--- src/rtl/branch_resolver.sv ---
// Control-flow resolver: captures a decoded branch/jump, waits for operands,
// resolves direction and target, then returns the next PC and the link write to fetch.
module branch_resolver #(
  parameter int unsigned FLUSH_CYCLES = 32'd1,
  parameter logic [31:0] PC_STEP      = 32'd4
) (
  input  logic        clk,
  input  logic        rst,
  input  logic [6:0]  opcode,
  input  logic [2:0]  fun3,
  input  logic [31:0] imm,
  input  logic [31:0] opc,
  input  logic [31:0] rs1_val,
  input  logic [31:0] rs2_val,
  input  logic        opnd_valid,
  output logic [31:0] npc,
  output logic        get_npc,
  output logic        is_busy,
  output logic        link_we,
  output logic [31:0] link_data,
  output logic        misaligned
);

  localparam logic [6:0] OP_BRANCH = 7'b1100011;
  localparam logic [6:0] OP_JALR   = 7'b1100111;
  localparam logic [6:0] OP_JAL    = 7'b1101111;

  typedef enum logic [2:0] {
    S_IDLE      = 3'd0,
    S_WAIT_OPND = 3'd1,
    S_RESOLVE   = 3'd2,
    S_ISSUE     = 3'd3,
    S_FLUSH     = 3'd4
  } state_t;

  state_t      state_r, state_s;
  logic [6:0]  opcode_r;
  logic [2:0]  fun3_r;
  logic [31:0] imm_r, opc_r, rs1_r, rs2_r;
  logic [3:0]  flush_cnt_r;
  logic        capture_s, take_opnd_s, taken_s, is_jump_s, flush_done_s;
  logic [31:0] target_s;

  assign is_jump_s    = (opcode_r == OP_JAL) || (opcode_r == OP_JALR);
  assign flush_done_s = (({1'b0, flush_cnt_r} + 5'd1) >= 5'(FLUSH_CYCLES));

  // Next-state decode and capture strobes
  always_comb begin
    state_s     = state_r;
    capture_s   = 1'b0;
    take_opnd_s = 1'b0;
    case (state_r)
      S_IDLE: begin
        if ((opcode == OP_BRANCH) || (opcode == OP_JALR)) begin
          state_s   = S_WAIT_OPND;
          capture_s = 1'b1;
        end else if (opcode == OP_JAL) begin
          state_s   = S_RESOLVE;
          capture_s = 1'b1;
        end else begin
          state_s = S_IDLE;
        end
      end
      S_WAIT_OPND: begin
        if (opnd_valid) begin
          state_s     = S_RESOLVE;
          take_opnd_s = 1'b1;
        end else begin
          state_s = S_WAIT_OPND;
        end
      end
      S_RESOLVE: state_s = S_ISSUE;
      S_ISSUE: begin
        if (FLUSH_CYCLES != 32'd0) begin
          state_s = S_FLUSH;
        end else begin
          state_s = S_IDLE;
        end
      end
      S_FLUSH: begin
        if (flush_done_s) begin
          state_s = S_IDLE;
        end else begin
          state_s = S_FLUSH;
        end
      end
      default: state_s = S_IDLE;
    endcase
  end

  // Branch direction from the latched operands
  always_comb begin
    taken_s = 1'b0;
    case (fun3_r)
      3'b000:  taken_s = (rs1_r == rs2_r);
      3'b001:  taken_s = (rs1_r != rs2_r);
      3'b100:  taken_s = ($signed(rs1_r) <  $signed(rs2_r));
      3'b101:  taken_s = ($signed(rs1_r) >= $signed(rs2_r));
      3'b110:  taken_s = (rs1_r <  rs2_r);
      3'b111:  taken_s = (rs1_r >= rs2_r);
      default: taken_s = 1'b0;
    endcase
  end

  // Target selection; all sums wrap at 32 bits
  always_comb begin
    target_s = opc_r + PC_STEP;
    case (opcode_r)
      OP_JAL:  target_s = opc_r + imm_r;
      OP_JALR: target_s = (rs1_r + imm_r) & 32'hFFFF_FFFE;
      default: begin
        if (taken_s) begin
          target_s = opc_r + imm_r;
        end else begin
          target_s = opc_r + PC_STEP;
        end
      end
    endcase
  end

  // State register and flush counter
  always_ff @(posedge clk or posedge rst) begin
    if (rst) begin
      state_r     <= S_IDLE;
      flush_cnt_r <= 4'd0;
    end else begin
      state_r <= state_s;
      if ((state_r == S_FLUSH) && (state_s == S_FLUSH)) begin
        flush_cnt_r <= flush_cnt_r + 4'd1;
      end else begin
        flush_cnt_r <= 4'd0;
      end
    end
  end

  // Instruction and operand latches
  always_ff @(posedge clk or posedge rst) begin
    if (rst) begin
      opcode_r <= 7'd0;
      fun3_r   <= 3'd0;
      imm_r    <= 32'd0;
      opc_r    <= 32'd0;
      rs1_r    <= 32'd0;
      rs2_r    <= 32'd0;
    end else begin
      if (capture_s) begin
        opcode_r <= opcode;
        fun3_r   <= fun3;
        imm_r    <= imm;
        opc_r    <= opc;
      end
      if (take_opnd_s) begin
        rs1_r <= rs1_val;
        rs2_r <= rs2_val;
      end
    end
  end

  // Registered outputs; the RESOLVE cycle loads the values shown during ISSUE
  always_ff @(posedge clk or posedge rst) begin
    if (rst) begin
      npc        <= 32'd0;
      get_npc    <= 1'b0;
      is_busy    <= 1'b0;
      link_we    <= 1'b0;
      link_data  <= 32'd0;
      misaligned <= 1'b0;
    end else begin
      get_npc    <= (state_r == S_RESOLVE);
      link_we    <= (state_r == S_RESOLVE) && is_jump_s;
      misaligned <= (state_r == S_RESOLVE) && target_s[1];
      is_busy    <= (state_s != S_IDLE);
      if (state_r == S_RESOLVE) begin
        npc <= target_s;
      end
      if ((state_r == S_RESOLVE) && is_jump_s) begin
        link_data <= opc_r + PC_STEP;
      end
    end
  end

endmodule

--- config.mk ---
export PLATFORM = sky130hd
export DESIGN_NAME = branch_resolver
export DESIGN_NICKNAME = d
export VERILOG_FILES = /design/src/rtl/branch_resolver.sv
export SDC_FILE = /design/constraint.sdc
export NUM_CORES = 1
export LEC_CHECK = 0
export ABC_AREA = 1
export CAP_MARGIN = 10
export CORE_MARGIN = 2
export CORE_UTILIZATION = 43
export DETAILED_ROUTE_END_ITERATION = 8
export PLACE_DENSITY = 0.68
export SLEW_MARGIN = 20
export SYNTH_ARGS = -nofsm -noshare
export SYNTH_HDL_FRONTEND = slang
export SYNTH_SLANG_ARGS = --single-unit
--- constraint.sdc ---
create_clock -name clk -period 7.7 [get_ports clk]
set_clock_uncertainty 0.2 [all_clocks]
set_input_delay 1.54 -clock clk [delete_from_list [all_inputs] [get_ports clk]]
set_output_delay 1.54 -clock clk [all_outputs]
set_load 0.05 [all_outputs]
# ---- Word-level counts from Yosys, hierarchy flattened
# Cells that the tools add are included.
# W data, S select, Z words.
dict set report totals {
  regBits 213
  inputBits 141
  output_inout_bits 68
  word_cells 63
}
dict set report classes {
  n_addsub 5
  n_lt_le_gt_ge 5
  eq_ne 17
  mux 14
  reduce_logical 8
}
# operator count
set op_table {}
lappend op_table {{$add A32 B32 Y32} 2}
lappend op_table {{$ge A32 B32 Y1} 2}
lappend op_table {{$lt A32 B32 Y1} 2}
lappend op_table {{$pmux W32 S2} 1}
lappend op_table {{$eq A7 B7 Y1 const B} 5}
lappend op_table {{$add A32 B3 Y32 const B} 1}
lappend op_table {{$eq A32 B32 Y1} 1}
lappend op_table {{$mux W32} 1}
lappend op_table {{$ne A32 B32 Y1} 1}
lappend op_table {{$eq A3 B3 Y1 const B} 6}
lappend op_table {{$pmux W3 S5} 1}
lappend op_table {{$eq A3 B1 Y1 const B} 2}
lappend op_table {{$eq A3 B2 Y1 const B} 2}
lappend op_table {{$logic_not A3 Y1} 2}
lappend op_table {{$mux W2} 3}
lappend op_table {{$pmux W1 S6} 1}
lappend op_table {{$add A4 B1 Y5 const B} 1}
lappend op_table {{$ge A5 B1 Y1 const B} 1}
lappend op_table {{$mux W1} 5}
lappend op_table {{$add A4 B1 Y4 const B} 1}
lappend op_table {{$mux W4} 1}
lappend op_table {{$logic_and A1 B1 Y1} 3}
lappend op_table {{$mux W3} 1}
lappend op_table {{$reduce_bool A3 Y1} 1}
lappend op_table {{$logic_or A1 B1 Y1} 2}

# ---- Depth between registers and ports, before layout
# Gate-level depths: netlist (run 1).
dict set report depth {
  depth_word 7
  ltp_mapped 22
  ltp_nobuf 22
}

# ---- Least setup slack after synthesis (run 1)
# Ideal clock, no wire load.
dict set report synth_timing {
  path_kind {input port to flip-flop}
  from {in opcode[1]}
  to {reg opc_r[12]}
  setup_ns 0.133
  arrival_time_ns 2.858
  required_time_ns 7.367
  path_slack_ns 4.510
  cell_stages 7
  path_buffers 3
  path_cell_list {nand2_1 > nor2_1 > o21ai_1 > clkbuf_1 > clkbuf_1 > buf_1 > a21oi_1}
}
dict set report synth_between {
  elab_chain_len 4
  elab_cells_between_ends 7
  cone_classes {eq/ne: 3; mux: 3; reduce/logical: 1}
}
# element line
set synth_lines {}
lappend synth_lines {{from (decl)} 9} ;# input logic [6:0] opcode,
lappend synth_lines {{$eq A7 B7 Y1 (on tied branches)} {57, 54}}
lappend synth_lines {{$mux W1 / $logic_or A1 B1 Y1 (equally long branches)} {57, 54}}
lappend synth_lines {{$mux W1 *} 54} ;# if ((opcode == OP_BRANCH) || (opcode == OP_JALR)) begin
lappend synth_lines {{$mux W1 *} 52} ;# case (state_r)
lappend synth_lines {{to (signal assigned)} 150} ;# opc_r <= opc;
lappend synth_lines {{to (decl)} 39} ;# logic [31:0] imm_r, opc_r, rs1_r, rs2_r;
# Mark *: on every way between the ends. The rest lies on a longest branch, timed or not.
# A chain may end at the register's enable or synchronous reset.

# ---- Worst setup path in the final report (run 1)
dict set report layout_timing {
  from {in opcode[6]}
  to {reg imm_r[23]}
}
dict set report layout_between {
  elab_chain_len 4
  elab_cells_between_ends 7
  cone_classes {eq/ne: 3; mux: 3; reduce/logical: 1}
}
# element line
set layout_lines {}
lappend layout_lines {{$eq A7 B7 Y1 (on tied branches)} {57, 54}}
lappend layout_lines {{$mux W1 / $logic_or A1 B1 Y1 (equally long branches)} {57, 54}}
lappend layout_lines {{$mux W1 *} 54}
lappend layout_lines {{$mux W1 *} 52}
lappend layout_lines {{to (signal assigned)} 149} ;# imm_r <= imm;
lappend layout_lines {{to (decl)} 39}
# Marked as above.

==> results of run 1 <==
==> where the power goes <==
part / switching, µW / total (µW) / internal (µW)
clock: 458 / 1140 / 683
sequential: 505 / 2120 / 1610
combinational: 3450 / 5320 / 1870
total: 4420 / 8580 / 4160
==> synthesized netlist by cell type (32+ instances only) <==
master	n	share of area
nor2_1	196	0.052
ha_1	96	0.085
or2_2	32	0.014
inv_1	188	0.050
clkbuf_1	32	0.0085
mux2_2	79	0.063
dfrtp_1	213	0.38
o21ai_0	90	0.032
nand3_1	113	0.040
a21oi_1	154	0.055
xor2_1	42	0.026
nand2_1	372	0.099
==> worst max-delay path: cells and delay by family <==
family / cells / cell delay [ns]
AO/OA/AOI/OAI: 1 / 0.42
AND/OR/NAND/NOR: 2 / 0.85
buffers and inverters: 2 / 0.87
multiplexers: 1 / 0.37
==> metal layers <==
metal / routed length (µm) / part of all wire / vias up / global-route usage
li1: - / - / 6366 / -
met1: 20800 / 0.47 / 6104 / 0.371
met2: 19100 / 0.43 / 398 / 0.406
met3: 2450 / 0.056 / 71 / 0.0299
met4: 1510 / 0.034 / 0 / 0.0806
met5: 0 / 0 / - / 0
==> stage by stage <==
stage	total power [µW]	util	instances	setup slack (ns)	hold WS (ns)
floorplan	5740	-	1797	0.137	0.222
global placement	7320	0.513	2409	3.04	0.234
detailed placement	7390	0.514	2410	3.21	0.244
CTS	8560	0.538	2453	3.77	0.260
global route	9250	0.538	2453	3.65	0.293
finish	8580	0.538	2453	3.78	0.259
==> cells in the final DEF (no fill, tap or decap), types with 3 or more instances in the layout <==
master and n:
clkbuf_8 6, clkinv_2 4, a221oi_1 4, clkbuf_16 25
xor2_1 42, o21bai_1 7, o211ai_1 4, mux2_2 79
nand4_1 27, o21ai_0 90, nand2_1 372, nand2_2 4
o21ai_1 6, xnor2_1 10, buf_4 9, inv_2 3
clkdlybuf4s50_1 208, o21a_1 5, a21boi_1 17, conb_1 4
inv_1 187, a31oi_1 6, nor3_1 25, ha_1 96
nand3_1 112, nand3b_1 10, nor3_2 3, nor2_1 195
a21o_1 10, dfrtp_1 213, clkbuf_1 6, a21oi_1 154
or2_2 32
==> worst paths after layout <==
path,end,slack (ns)
max in group asynchronous,imm_r[17],4.58
min reg2reg,opcode_r[0],0.26
min in group asynchronous,imm_r[23],1.31
min,opcode_r[0],0.26
max,imm_r[23],3.78
max reg2reg,npc[9],3.79
==> state kept, by name (all words and copies together), names as in the netlist <==
name / cells
misaligned: 1
opcode_r: 7
link_we: 1
opc_r: 32
link_data: 32
npc: 32
rs2_r: 32
get_npc: 1
rs1_r: 32
flush_cnt_r: 4
is_busy: 1
fun3_r: 3
imm_r: 32
state_r: 3
==> final cells by class <==
type | count | area, µm² | share of cell area
Multi-Input combinational cell | 1345 | 7840 | 0.450
Tap cell | 442 | 553 | 0.0318
Inverter | 192 | 728 | 0.0418
Sequential cell | 213 | 5330 | 0.306
Clock buffer | 37 | 731 | 0.0420
Timing Repair Buffer | 218 | 2180 | 0.125
Clock inverter | 6 | 57.6 | 0.00330
==> cell families after synthesis <==
| kind of cell | share of synthesized area |
|---|---|
| and+or+nand+nor | 0.246 |
| adders and majority gates | 0.0883 |
| muxes | 0.0633 |
| buffers and inverters | 0.0661 |
| DFF | 0.379 |
| AOI/OAI and AO/OA | 0.124 |
| xor gates and xnor gates | 0.0324 |
| other | 0.000267 |
==> flow_metrics.py, run 1 <==
metrics = {
    "run_status": {
        "status": "completed",
    },
    "setup_path": {
        "critPathSlowestCell": "nor3_1",
        "critPathLaunch": "opcode[6]",
        "startpoint_type": "input pin",
        "cp-end-kind": "register",
        "crit_arrival_ns": 4.13,
        "r2r_cells": 15,
        "cp_cell_sequence": "clkdlybuf4s50_1 -> nand2_1 -> nor3_1 -> o21ai_4 -> buf_4 -> mux2_2",
        "reg2reg_from": "rs1_r[31]",
        "crit_required_ns": 7.91,
        "critical_path_class": "input pin to register",
        "slowest_delay_ns": 0.80,
        "worstPathMaxFanout": 53,
    },
    "yosys": {
        "yosysWarnings": 0,
        "yosysUniqueCellTypes": 53,
        "synth-seq-area-share": 0.379,
        "postSynthCellCount": 1794,
        "yosys_register_bits": 213,
        "postSynthAreaPerCell_um2": 7.84,
        "synthFlopType": "dfrtp_1",
        "async_reset_ff_frac": 1.00,
        "synthesis.area_mm2": 0.0141,
        "synth_edf_count": 0,
    },
    "cells_and_area": {
        "layout.nets": 2233,
        "areaGrowthSynthToFinish_pct": 23.9,
        "design_area_mm2": 0.0174,
        "antennaDiodeCount": 0,
        "drive_gt1_frac": 0.0905,
        "num-fill-cells": 3131,
    },
    "drt": {
        "drt-vias-per-instance": 5.27,
        "vias": 12900,
        "ant_nets": 0,
        "routed_wl_mm": 43.8,
        "route.detailed.drc": 0,
        "post_drt_wl_per_cell_um": 17.9,
        "drtPass1Iterations": 5,
        "drtIter0Drc": 814,
    },
    "clock_network": {
        "hold_buffers": 0,
        "insertion_delay_ns": 0.52,
        "cts-resized-gates": 0,
        "clockBufferDepth": 3,
        "cts_buffers": 24,
        "cts_sinks": 213,
        "cts_setup_buffers": 0,
        "clk_pin_slew_worst_paths_ns": 0.06,
        "htree_levels": 1,
        "root_buffer": "clkbuf_16",
        "cts_tree": "done",
    },
    "placed_design": {
        "place_area_mm2": 0.0166,
        "routabilityCongestion": 0.963,
        "dp.final_hpwl_mm": 35.2,
        "port_buffers": 208,
    },
    "worst_hold_path": {
        "hp-start": "opcode_r[0]",
        "hold_depth": 2,
        "hp-class": "register to register",
    },
    "timing": {
        "setup_viol": 0,
        "period_share": 0.509,
        "setup_tns_ns": 0,
        "rsz0062_at_grt": "no",
        "worstMarginPinSlew_ns": 1.07,
        "period_minus_slack_ns": 3.92,
        "finalMaxSlewViolations": 0,
        "slew_headroom": 0.284,
        "hold_viol_final": 0,
        "max_freq_mhz": 255,
    },
    "floorplanning": {
        "die-width_um": 185,
        "start_util": 0.434,
        "die_area_mm2": 0.0342,
        "io_pins": 209,
        "coreArea_mm2": 0.0324,
        "die_height_um": 185,
        "rows": 66,
    },
    "global_routing": {
        "grt_pass1_vias": 12500,
        "grt-ovfl-total": 0,
        "grt_max_degree": 98,
        "track_usage": 0.258,
        "antenna_found_initial": 1,
        "grt_pass1_wl_mm": 68.1,
    },
    "run": {
        "cap_violations": 0,
    },
    "power": {
        "ir_drop_uv": 255,
        "pwr_density_cell_mw_per_mm2": 492,
        "p_leak_uw": 0.00850,
    },
}
Note: power is estimated with default switching activity, not from simulation.
==> run 2, diff against run 1 <==
==> constraint.sdc (replaced) <==
create_clock -name clk -period 3.3 [get_ports clk]
set_clock_uncertainty 0.2 [all_clocks]
set_input_delay 0.66 -clock clk [delete_from_list [all_inputs] [get_ports clk]]
set_output_delay 0.66 -clock clk [all_outputs]
set_load 0.05 [all_outputs]
==> run 2 against run 1 <==
First-iteration DRC count rose by 11%. Power rose by 140%. Final area rose by 1.4%. Cell count rose by 0.65%. Clock-buffer cell count fell by 3. Combinational power rose by 140%. Core utilization rose by 0.74 points. Wire length rose by 4.7%. Clock power rose to 2.6 times the previous value. Critical path type is now register to register. Largest power group unchanged.
==> flow_metrics.py, run 2 (synthesized netlist as in run 1, its figures left out) <==
metrics = {
    "setup_path": {
        "regToRegSetupSlack_ns": 0.22,
        "r2r_cells": 11,
        "cp_cell_sequence": "ha_1 -> nand2_1 -> nor2_1 -> nand2_1 -> o21ai_0 -> a21oi_1 -> or2_2 -> nand3_1 -> o21ai_0 -> nor2_1 -> a21boi_1",
        "crit_arrival_ns": 3.30,
        "startpoint_type": "register",
        "critical_path_class": "register to register",
        "cp-end-kind": "register",
        "worstPathMaxFanout": 5,
        "reg2reg_from": "imm_r[12]",
        "critPathSlowestCell": "o21ai_0",
        "rr_endpoint": "npc[18]",
        "slowest_delay_ns": 0.56,
        "crit_required_ns": 3.52,
    },
    "cells_and_area": {
        "multi_input_area_mm2": 0.00785,
        "instances_no_fill": 2469,
        "final_common_cell": "nand2_1",
        "num-fill-cells": 3109,
        "layout.nets": 2250,
        "drive_gt1_frac": 0.0997,
        "antennaDiodeCount": 0,
        "final-seq-area_mm2": 0.00533,
        "final_cell_mix": "372 x nand2_1, 213 x dfrtp_1, 208 x clkdlybuf4s50_1",
        "areaGrowthSynthToFinish_pct": 25.6,
    },
    "timing": {
        "setup_viol": 0,
        "rsz0062_at_grt": "no",
        "period_share": 0.933,
        "hold_viol_final": 0,
        "worst_slack_ns": 0.220,
        "worstMarginPinSlew_ns": 0.837,
        "period_minus_slack_ns": 3.08,
        "max_freq_mhz": 325,
        "slew_headroom": 0.440,
        "finalMaxSlewViolations": 0,
        "whs_ns": 0.229,
    },
    "clock_network": {
        "hold_buffers": 0,
        "root_buffer": "clkbuf_16",
        "htree_levels": 1,
        "clk_pin_slew_worst_paths_ns": 0.06,
        "cts_sinks": 213,
        "insertion_delay_ns": 0.53,
        "clockBufferDepth": 3,
        "cts_tree": "done",
        "cts_buffers": 24,
    },
    "run": {
        "cap_violations": 0,
    },
    "drt": {
        "ant_nets": 0,
        "drtIter0Drc": 900,
        "drt-vias-per-instance": 5.26,
        "routed_wl_mm": 45.9,
        "vias": 13000,
        "wl_met3_mm": 2.40,
        "post_drt_wl_per_cell_um": 18.6,
        "drtPass1Iterations": 8,
        "dr_wl_met2_mm": 21.6,
        "wirelength_met1_mm": 20.9,
        "top_layer": "met4",
        "route.detailed.drc": 0,
    },
    "placed_design": {
        "dp.final_hpwl_mm": 37.1,
        "pre_cts_ws_ns": -0.00257,
        "dp.cells": 2426,
        "routabilityCongestion": 0.944,
        "port_buffers": 208,
    },
    "floorplanning": {
        "coreArea_mm2": 0.0324,
        "start_util": 0.434,
        "rows": 66,
        "io_pins": 209,
        "die_area_mm2": 0.0342,
        "die_height_um": 185,
        "die-width_um": 185,
    },
    "run_status": {
        "status": "completed",
    },
    "power": {
        "p_leak_uw": 0.00863,
        "pwr_density_cell_mw_per_mm2": 1160,
        "totalPowerFinal_uw": 20500,
        "ir_drop_uv": 472,
    },
    "global_routing": {
        "grt_max_degree": 105,
        "track_usage": 0.266,
        "grt_pass1_vias": 12600,
        "antenna_found_initial": 1,
        "grt_pass1_wl_mm": 70.0,
        "grt-ovfl-total": 0,
    },
    "worst_hold_path": {
        "hp-class": "input pin to async pin",
    },
}
[run 2: cell types whose count changed in the layout (fill, tap and decap cells not counted)]
cell / before / now
a21oi_1: 154 / 153
clkbuf_1: 6 / 3
buf_12: 0 / 4
nand3_2: 2 / 3
bufinv_16: 1 / 4
clkinv_2: 4 / 2
inv_8: 1 / 0
clkinv_4: 0 / 2
buf_4: 9 / 22
a21oi_2: 0 / 1
buf_16: 1 / 0
[run 2: per-stage QoR]
step	cell area, µm²	util	TNS (ns)
floorplan	14100	-	-70.33
global placement	16800	0.518	0
detailed placement	16800	0.518	-0.00597
CTS	17600	0.545	0
global route	17700	0.545	0
finish	17700	0.545	0
[run 2: report_power, final]
| group | switching [µW] | internal, µW | total, µW |
|---|---|---|---|
| clock | 1100 | 1820 | 2920 |
| sequential | 1160 | 3760 | 4920 |
| combinational | 8190 | 4460 | 12700 |
[run 2: layout make-up]
type / instances / area share
flip-flops and latches: 213 / 0.302
well taps: 442 / 0.0313
inverters: 192 / 0.0410
clock buffers: 34 / 0.0407
clock inverters: 8 / 0.00836
repair buffers: 234 / 0.132
multi-input cells: 1346 / 0.445
[run 2: routing by layer]
metal / vias up / GRT usage
met5: - / 0
met4: 0 / 0.0568
met3: 65 / 0.0265
met2: 402 / 0.449
met1: 6113 / 0.372
li1: 6407 / -
[run 2: worst max path at each step]
stage | slack (ns) | end | startpoint | cells after the start
6_report | 0.22 | npc[18] | imm_r[12] | 11
5_1_grt | 0.003 | npc[4] | rs1_r[9] | 18
4_1_cts | 0.08 | npc[3] | rs1_r[31] | 15
3_5_place_dp | -0.003 | imm_r[14] | opcode[3] | 5
3_3_place_gp | 0.05 | imm_r[23] | opcode[3] | 5
2_1_floorplan | -0.33 | flush_cnt_r[0] | rst | 1
[run 2: what timing repair did]
| action | in CTS | in global routing |
|---|---|---|
| gates resized for setup | 0 | 1 |
| endpoints found under the hold margin | 0 | 0 |
| buffers inserted | 0 | 0 |
| endpoints found under the setup margin | 0 | 23 |
[run 2: worst max-delay path, delay by kind of cell, from the launching register on]
kind                       cells  cell delay (ns)
and+or+nand+nor                6             0.97
adders and majority gates      1             0.41
AOI/OAI and AO/OA              4             0.94
DFF                            1             0.45
